**config.mk**
```make
export PLATFORM = sky130hd
export DESIGN_NAME = alarm_controller
export DESIGN_NICKNAME = d
export VERILOG_FILES = /design/src/rtl/alarm_pkg.sv /design/src/rtl/button_debounce.sv /design/src/rtl/alarm_controller.sv
export SDC_FILE = /design/constraint.sdc
export NUM_CORES = 1
export LEC_CHECK = 0
export CORE_ASPECT_RATIO = 0.5
export CORE_UTILIZATION = 51
export DETAILED_ROUTE_END_ITERATION = 12
export PLACE_DENSITY = 0.76
export RECOVER_POWER = 50
export SYNTH_ARGS = -nofsm -noshare
export SYNTH_HDL_FRONTEND = slang
export SYNTH_SLANG_ARGS = --single-unit
```
**constraint.sdc**
```tcl
create_clock -name MAX10_CLK1_50 -period 1.86 [get_ports MAX10_CLK1_50]
set_input_delay 0.465 -clock MAX10_CLK1_50 [delete_from_list [all_inputs] [get_ports MAX10_CLK1_50]]
set_output_delay 0.465 -clock MAX10_CLK1_50 [all_outputs]
set_load 0.02 [all_outputs]
```
**src/rtl/alarm_pkg.sv**
```systemverilog
// rtl/alarm_pkg.sv - shared state type, derived timing constants and BCD helpers for the alarm controller
package alarm_pkg;

   typedef enum logic [1:0] {
      IDLE    = 2'd0,
      RINGING = 2'd1,
      SNOOZE  = 2'd2
   } alarm_state_e;

   function automatic int calc_tone_div(input int clk_hz, input int tone_hz);
      return clk_hz / (2 * tone_hz);
   endfunction

   function automatic int calc_beep_cyc(input int clk_hz, input int beep_ms);
      return clk_hz / 1000 * beep_ms;
   endfunction

   function automatic int calc_db_cyc(input int clk_hz, input int debounce_ms);
      return clk_hz / 1000 * debounce_ms;
   endfunction

   function automatic logic [7:0] bcd_pack(input logic [3:0] tens, input logic [3:0] ones);
      return {tens, ones};
   endfunction

   // width able to hold 0..max_val, never narrower than one bit
   function automatic int cnt_width(input int max_val);
      return (max_val < 1) ? 1 : $clog2(max_val + 1);
   endfunction

endpackage

```
**src/rtl/button_debounce.sv**
```systemverilog
// rtl/button_debounce.sv - synchronizes and debounces an active-low pushbutton, pulses on each debounced press
module button_debounce
   import alarm_pkg::*;
#(
   parameter int DB_CYC = 500000
) (
   input  logic clk,
   input  logic reset_n,
   input  logic btn_n,
   output logic press
);

   localparam int              CW       = cnt_width(DB_CYC);
   localparam logic [CW-1:0]   CNT_LAST = CW'(DB_CYC - 1);

   logic [1:0]    sync_q;
   logic          level_q;
   logic [CW-1:0] cnt_q;
   logic          settle;

   // the level flips on the DB_CYC-th consecutive sample that disagrees with it
   assign settle = (sync_q[1] != level_q) && (cnt_q == CNT_LAST);

   always_ff @(posedge clk or negedge reset_n) begin
      if (!reset_n) begin
         sync_q  <= 2'b11;
         level_q <= 1'b1;
         cnt_q   <= '0;
         press   <= 1'b0;
      end else begin
         sync_q <= {sync_q[0], btn_n};
         press  <= settle && !sync_q[1];
         if (sync_q[1] == level_q) begin
            cnt_q <= '0;
         end else if (settle) begin
            level_q <= sync_q[1];
            cnt_q   <= '0;
         end else begin
            cnt_q <= cnt_q + 1'b1;
         end
      end
   end

endmodule

```
**src/rtl/alarm_controller.sv**
```systemverilog
// rtl/alarm_controller.sv - compares BCD time to the alarm setting and drives a gated buzzer tone with snooze and timeout
module alarm_controller
   import alarm_pkg::*;
#(
   parameter int CLK_HZ      = 50000000,
   parameter int TONE_HZ     = 2000,
   parameter int BEEP_MS     = 250,
   parameter int DEBOUNCE_MS = 10,
   parameter int SNOOZE_MIN  = 5,
   parameter int MAX_SNOOZE  = 3,
   parameter int TIMEOUT_MIN = 10
) (
   input  logic       MAX10_CLK1_50,
   input  logic       KEY0,
   input  logic [3:0] HOUR_TEN,
   input  logic [3:0] HOUR_ONE,
   input  logic [3:0] MIN_TEN,
   input  logic [3:0] MIN_ONE,
   input  logic [3:0] SEC_TEN,
   input  logic [3:0] SEC_ONE,
   input  logic [7:0] a_hour,
   input  logic [7:0] a_min,
   input  logic       ALARM_EN,
   input  logic       SNOOZE_N,
   output logic       BUZZER,
   output logic       ALARM_ACTIVE,
   output logic       SNOOZED
);

   localparam int TONE_DIV = calc_tone_div(CLK_HZ, TONE_HZ);
   localparam int BEEP_CYC = calc_beep_cyc(CLK_HZ, BEEP_MS);
   localparam int DB_CYC   = calc_db_cyc(CLK_HZ, DEBOUNCE_MS);

   localparam int TD_W  = cnt_width(TONE_DIV);
   localparam int BC_W  = cnt_width(BEEP_CYC);
   localparam int RM_W  = cnt_width(TIMEOUT_MIN);
   localparam int REM_W = cnt_width(SNOOZE_MIN);
   localparam int SC_W  = cnt_width(MAX_SNOOZE);

   localparam logic [TD_W-1:0]  TONE_LAST = TD_W'(TONE_DIV - 1);
   localparam logic [BC_W-1:0]  BEEP_LAST = BC_W'(BEEP_CYC - 1);
   localparam logic [RM_W-1:0]  RING_LAST = RM_W'(TIMEOUT_MIN - 1);
   localparam logic [REM_W-1:0] REM_LOAD  = REM_W'(SNOOZE_MIN);
   localparam logic [SC_W-1:0]  SC_MAX    = SC_W'(MAX_SNOOZE);

   alarm_state_e     state_q;
   alarm_state_e     state_n;
   logic             match;
   logic             match_q;
   logic             match_q_d;
   logic             trig;
   logic [3:0]       prev_min_one;
   logic             tick;
   logic             press;
   logic [RM_W-1:0]  ring_min;
   logic [REM_W-1:0] rem;
   logic [SC_W-1:0]  snooze_cnt;
   logic             ring_start;
   logic             snooze_start;
   logic             ring_inc;
   logic             rem_dec;
   logic             clr_snooze;
   logic [TD_W-1:0]  tone_cnt;
   logic [BC_W-1:0]  beep_cnt;
   logic             tone_sq;
   logic             beep_on;
   logic             buzzer_q;

   button_debounce #(
      .DB_CYC (DB_CYC)
   ) u_snooze_db (
      .clk     (MAX10_CLK1_50),
      .reset_n (KEY0),
      .btn_n   (SNOOZE_N),
      .press   (press)
   );

   // non-BCD alarm settings simply never equal a real time digit pair
   assign match = ALARM_EN
                && (bcd_pack(HOUR_TEN, HOUR_ONE) == a_hour)
                && (bcd_pack(MIN_TEN, MIN_ONE) == a_min)
                && (SEC_TEN == 4'd0) && (SEC_ONE == 4'd0);
   assign trig  = match_q && !match_q_d;
   assign tick  = (MIN_ONE != prev_min_one);

   always_ff @(posedge MAX10_CLK1_50 or negedge KEY0) begin
      if (!KEY0) begin
         match_q      <= 1'b0;
         match_q_d    <= 1'b0;
         prev_min_one <= 4'd0;
      end else begin
         match_q      <= match;
         match_q_d    <= match_q;
         prev_min_one <= MIN_ONE;
      end
   end

   always_comb begin
      state_n      = state_q;
      ring_start   = 1'b0;
      snooze_start = 1'b0;
      ring_inc     = 1'b0;
      rem_dec      = 1'b0;
      clr_snooze   = 1'b0;
      if (!ALARM_EN) begin
         state_n    = IDLE;
         clr_snooze = 1'b1;
      end else begin
         case (state_q)
            IDLE: begin
               if (trig) begin
                  state_n    = RINGING;
                  ring_start = 1'b1;
                  clr_snooze = 1'b1;
               end
            end
            RINGING: begin
               // the timeout wins over a press landing on the same cycle
               if (tick && (ring_min == RING_LAST)) begin
                  state_n = IDLE;
               end else if (press && (snooze_cnt < SC_MAX)) begin
                  state_n      = SNOOZE;
                  snooze_start = 1'b1;
               end else if (press) begin
                  state_n = IDLE;
               end else if (tick) begin
                  ring_inc = 1'b1;
               end
            end
            SNOOZE: begin
               if (tick) begin
                  if (rem == REM_W'(1)) begin
                     state_n    = RINGING;
                     ring_start = 1'b1;
                  end else begin
                     rem_dec = 1'b1;
                  end
               end
            end
            default: state_n = IDLE;
         endcase
      end
   end

   always_ff @(posedge MAX10_CLK1_50 or negedge KEY0) begin
      if (!KEY0) begin
         state_q    <= IDLE;
         ring_min   <= '0;
         rem        <= '0;
         snooze_cnt <= '0;
      end else begin
         state_q <= state_n;
         if (clr_snooze) begin
            snooze_cnt <= '0;
         end else if (snooze_start) begin
            snooze_cnt <= snooze_cnt + 1'b1;
         end
         if (ring_start) begin
            ring_min <= '0;
         end else if (ring_inc) begin
            ring_min <= ring_min + 1'b1;
         end
         if (snooze_start) begin
            rem <= REM_LOAD;
         end else if (rem_dec) begin
            rem <= rem - 1'b1;
         end
      end
   end

   // tone and cadence restart from a known phase on every entry to ringing
   always_ff @(posedge MAX10_CLK1_50 or negedge KEY0) begin
      if (!KEY0) begin
         tone_cnt <= '0;
         beep_cnt <= '0;
         tone_sq  <= 1'b0;
         beep_on  <= 1'b0;
         buzzer_q <= 1'b0;
      end else begin
         if (ring_start) begin
            tone_cnt <= '0;
            beep_cnt <= '0;
            tone_sq  <= 1'b0;
            beep_on  <= 1'b1;
         end else if (state_q == RINGING) begin
            if (tone_cnt == TONE_LAST) begin
               tone_cnt <= '0;
               tone_sq  <= !tone_sq;
            end else begin
               tone_cnt <= tone_cnt + 1'b1;
            end
            if (beep_cnt == BEEP_LAST) begin
               beep_cnt <= '0;
               beep_on  <= !beep_on;
            end else begin
               beep_cnt <= beep_cnt + 1'b1;
            end
         end
         buzzer_q <= (state_q == RINGING) && beep_on && tone_sq;
      end
   end

   assign BUZZER       = buzzer_q;
   assign ALARM_ACTIVE = (state_q == RINGING);
   assign SNOOZED      = (state_q == SNOOZE);

endmodule

```
==> flow_summary.toml <==
[status]
status = "complete, but fails checks"
violations = "negative setup slack"

[grt]
grt_max_degree = 35
grt_pass1_vias = 3241
antenna_found_initial = 0
grt_usage_pct = 23.0
overflow = 0
grt_pass1_wl_um = 14900

[clocking]
path_clk_slew_ps = 50
clk_latency_ps = 340
cts_sinks = 81
cts_buffers = 9
cts-root-buf = "clkbuf_16"
cts_max_level = 3
tritoncts = "done"
ctsLongestPathBuffers = 2
cts_hold_buf = 0

[worst_setup_path]
startpoint_type = "register"
cp_data_arrival_time_ps = 2100
max_stage_delay_ps = 560
crit_chain = "or4_4 > nor4b_4 > nand3_2 > nand2b_1 > buf_12 > a21oi_1"
critPathCaptureType = "register"
crit_slowest_cell = "or4_4"
path_max_fanout = 17
cp.required_ps = 2070
crit_type = "register to register"

[sta]
maxSlewViolCount = 0
hold_viol = 0
slew_headroom_pct = 9.82
tightest_slew_ps = 1350
min_period_ps = 1880
rsz0062_at_grt = "true"
fin_crit_sh_pct = 101
max_freq_mhz = 531
final.setup_skew_ps = 6.78
fin_ws_ps = -21.7
setup_viol = 18

[yosys]
syn-num-nets = 462
synth_ff_type = "dfrtp_1"
ys_seq_area_share_pct = 49.3
synth.most_common_cell = "dfrtp_1"
postSynthAreaPerCell_um2 = 10.1
synthArstFlopShare_pct = 100
synthCells = 410
ys_types = 52
mappedNetlistArea_um2 = 4120
ys_seq_elements = 81
yosysWarnings = 0
synth_commonest_cells = "dfrtp_1 (78), nor2_1 (71), xor2_1 (52)"
synth_top_area_cell = "dfrtp_1"
synthTopCellsByArea = "dfrtp_1 (47%), xor2_1 (11%), nor2_1 (6.5%)"
synth_edf_count = 0
synth_top_area_share_pct = 47.3

[pwr]
leakagePower_uw = 0.00228
ir_drop_uv = 423
p_per_area_nw_per_um2 = 677

[drt]
totalWireLength_um = 8500
vias = 3139
ant_nets = 0
wire_per_inst_um = 13.8
drt-initial-drc-count = 208
detail_route.first_pass.iterations = 4
drc = 0
viasPerCell = 5.11

[layout]
fill_cells = 545
seqCellArea_um2 = 2030
fin_cells = 614
final_nets = 553
multi_input_area_um2 = 2120
n_antenna_cell = 0
drive_above_1_share_pct = 17.2
syn_to_final_growth_pct = 30.4

[place]
place_inst = 597
hpwl_um = 6030
place_congestion = 0.834
io_buffers = 46
place_ws_ps = -400

[floorplanning]
rows = 22
die-area_um2 = 8470
die_w_um = 129
die_h_um = 65.6
initial_utilization_pct = 54.5
core-area_um2 = 7570
io_pins = 47

[worst_hold_path]
hold_path_class = "register to register"

[run]
cap_violations = 0
[placed cells by master, fill, tap and decap left out, drive strengths merged, types with 5 or more instances in the layout]
master	instances
xor2	52
clkbuf	18
ha	8
nand2	33
nor2	71
nor4	11
nand2b	5
dfrtp	78
inv	7
nand3	25
and3	10
xnor2	24
buf	41
nor3	10
nand4	13
a21oi	5
clkdlybuf4s50	39
[registers in the layout (all words and copies together) (netlist names)]
register             count
u_snooze_db.press        1
tone_sq                  1
match_q                  1
BUZZER                   1
match_q_d                1
snooze_cnt               2
u_snooze_db.sync_q       2
rem                      3
beep_cnt                24
prev_min_one             4
ring_min                 4
state_q                  2
tone_cnt                14
beep_on                  1
u_snooze_db.cnt_q       19
u_snooze_db.level_q      1
[critical path, delay by kind of cell, from the launching register on]
family | cells | cell delay, ps
buffers and inverters | 1 | 160
AOI/OAI and AO/OA | 1 | 50
DFF | 1 | 390
and+or+nand+nor | 4 | 1170
[per-layer routing]
layer  track usage [%]  wire length [µm]  vias up
li1                  -                 -     1580
met1              28.6              4110     1510
met2              40.2              4030       36
met3              5.46               242       13
met4              6.76               114        0
met5                 0                 0        -
[cells by family (layout without fill, tap and decap cells)]
| logic type | count (synthesis) | after routing | synth area share [%] |
|---|---|---|---|
| fa+ha+maj | 8 | 8 | 2.43 |
| xor+xnor | 76 | 76 | 16.1 |
| buf+inv | 17 | 113 | 2.03 |
| compound gates | 17 | 17 | 2.67 |
| simple gates | 208 | 208 | 26.7 |
| mux | 3 | 3 | 0.759 |
| flops | 81 | 81 | 49.3 |
[worst paths after layout]
check	start	to	slack, ps	cells past startpoint
setup / recovery	beep_cnt[6]$_DFFE_PN0P_	beep_cnt[23]$_DFFE_PN0P_	-20	6
hold / removal	u_snooze_db.sync_q[0]$_DFF_PN1_	u_snooze_db.sync_q[1]$_DFF_PN1_	360	0
setup reg to reg	beep_cnt[6]$_DFFE_PN0P_	beep_cnt[23]$_DFFE_PN0P_	-20	6
hold reg to reg	u_snooze_db.sync_q[0]$_DFF_PN1_	u_snooze_db.sync_q[1]$_DFF_PN1_	360	0
max in group asynchronous	KEY0	tone_cnt[10]$_DFFE_PN0P_	320	2
min in group asynchronous	KEY0	tone_cnt[9]$_DFFE_PN0P_	430	1
[stage by stage]
step / hold slack (ps) / area (µm²) / utilization, % / setup TNS, ps / total power [µW]
after floorplan: 169 / 4140 / - / 0 / 1870
after global placement: 347 / 5020 / 66.3 / -13970 / 2030
after detailed placement: 348 / 5020 / 66.3 / -15040 / 2040
after CTS: 38.6 / 5340 / 70.5 / 0 / 3680
after global routing: 358 / 5380 / 71.0 / -1630 / 3780
final: 356 / 5380 / 71.0 / -262 / 3640
[power by group]
group | internal [µW] | switching, µW
clock | 970 | 660
combinational | 124 | 96.7
sequential | 1780 | 10.5
[timing repair]
item / CTS / global route
setup endpoints to repair: 8 / 41
hold endpoints to repair: 0 / 0
pin swaps: 2 / 7
setup buffers: 0 / 1
resized for setup: 11 / 16
[area by class of cell]
type,instances,area share (%)
clock inverters,3,0.279
clock buffers,13,4.84
multi-input cells,312,39.4
flip-flops and latches,81,37.8
inverters,8,0.559
well taps,108,2.51
repair buffers,89,14.7
(Power assumes the default switching activity.)
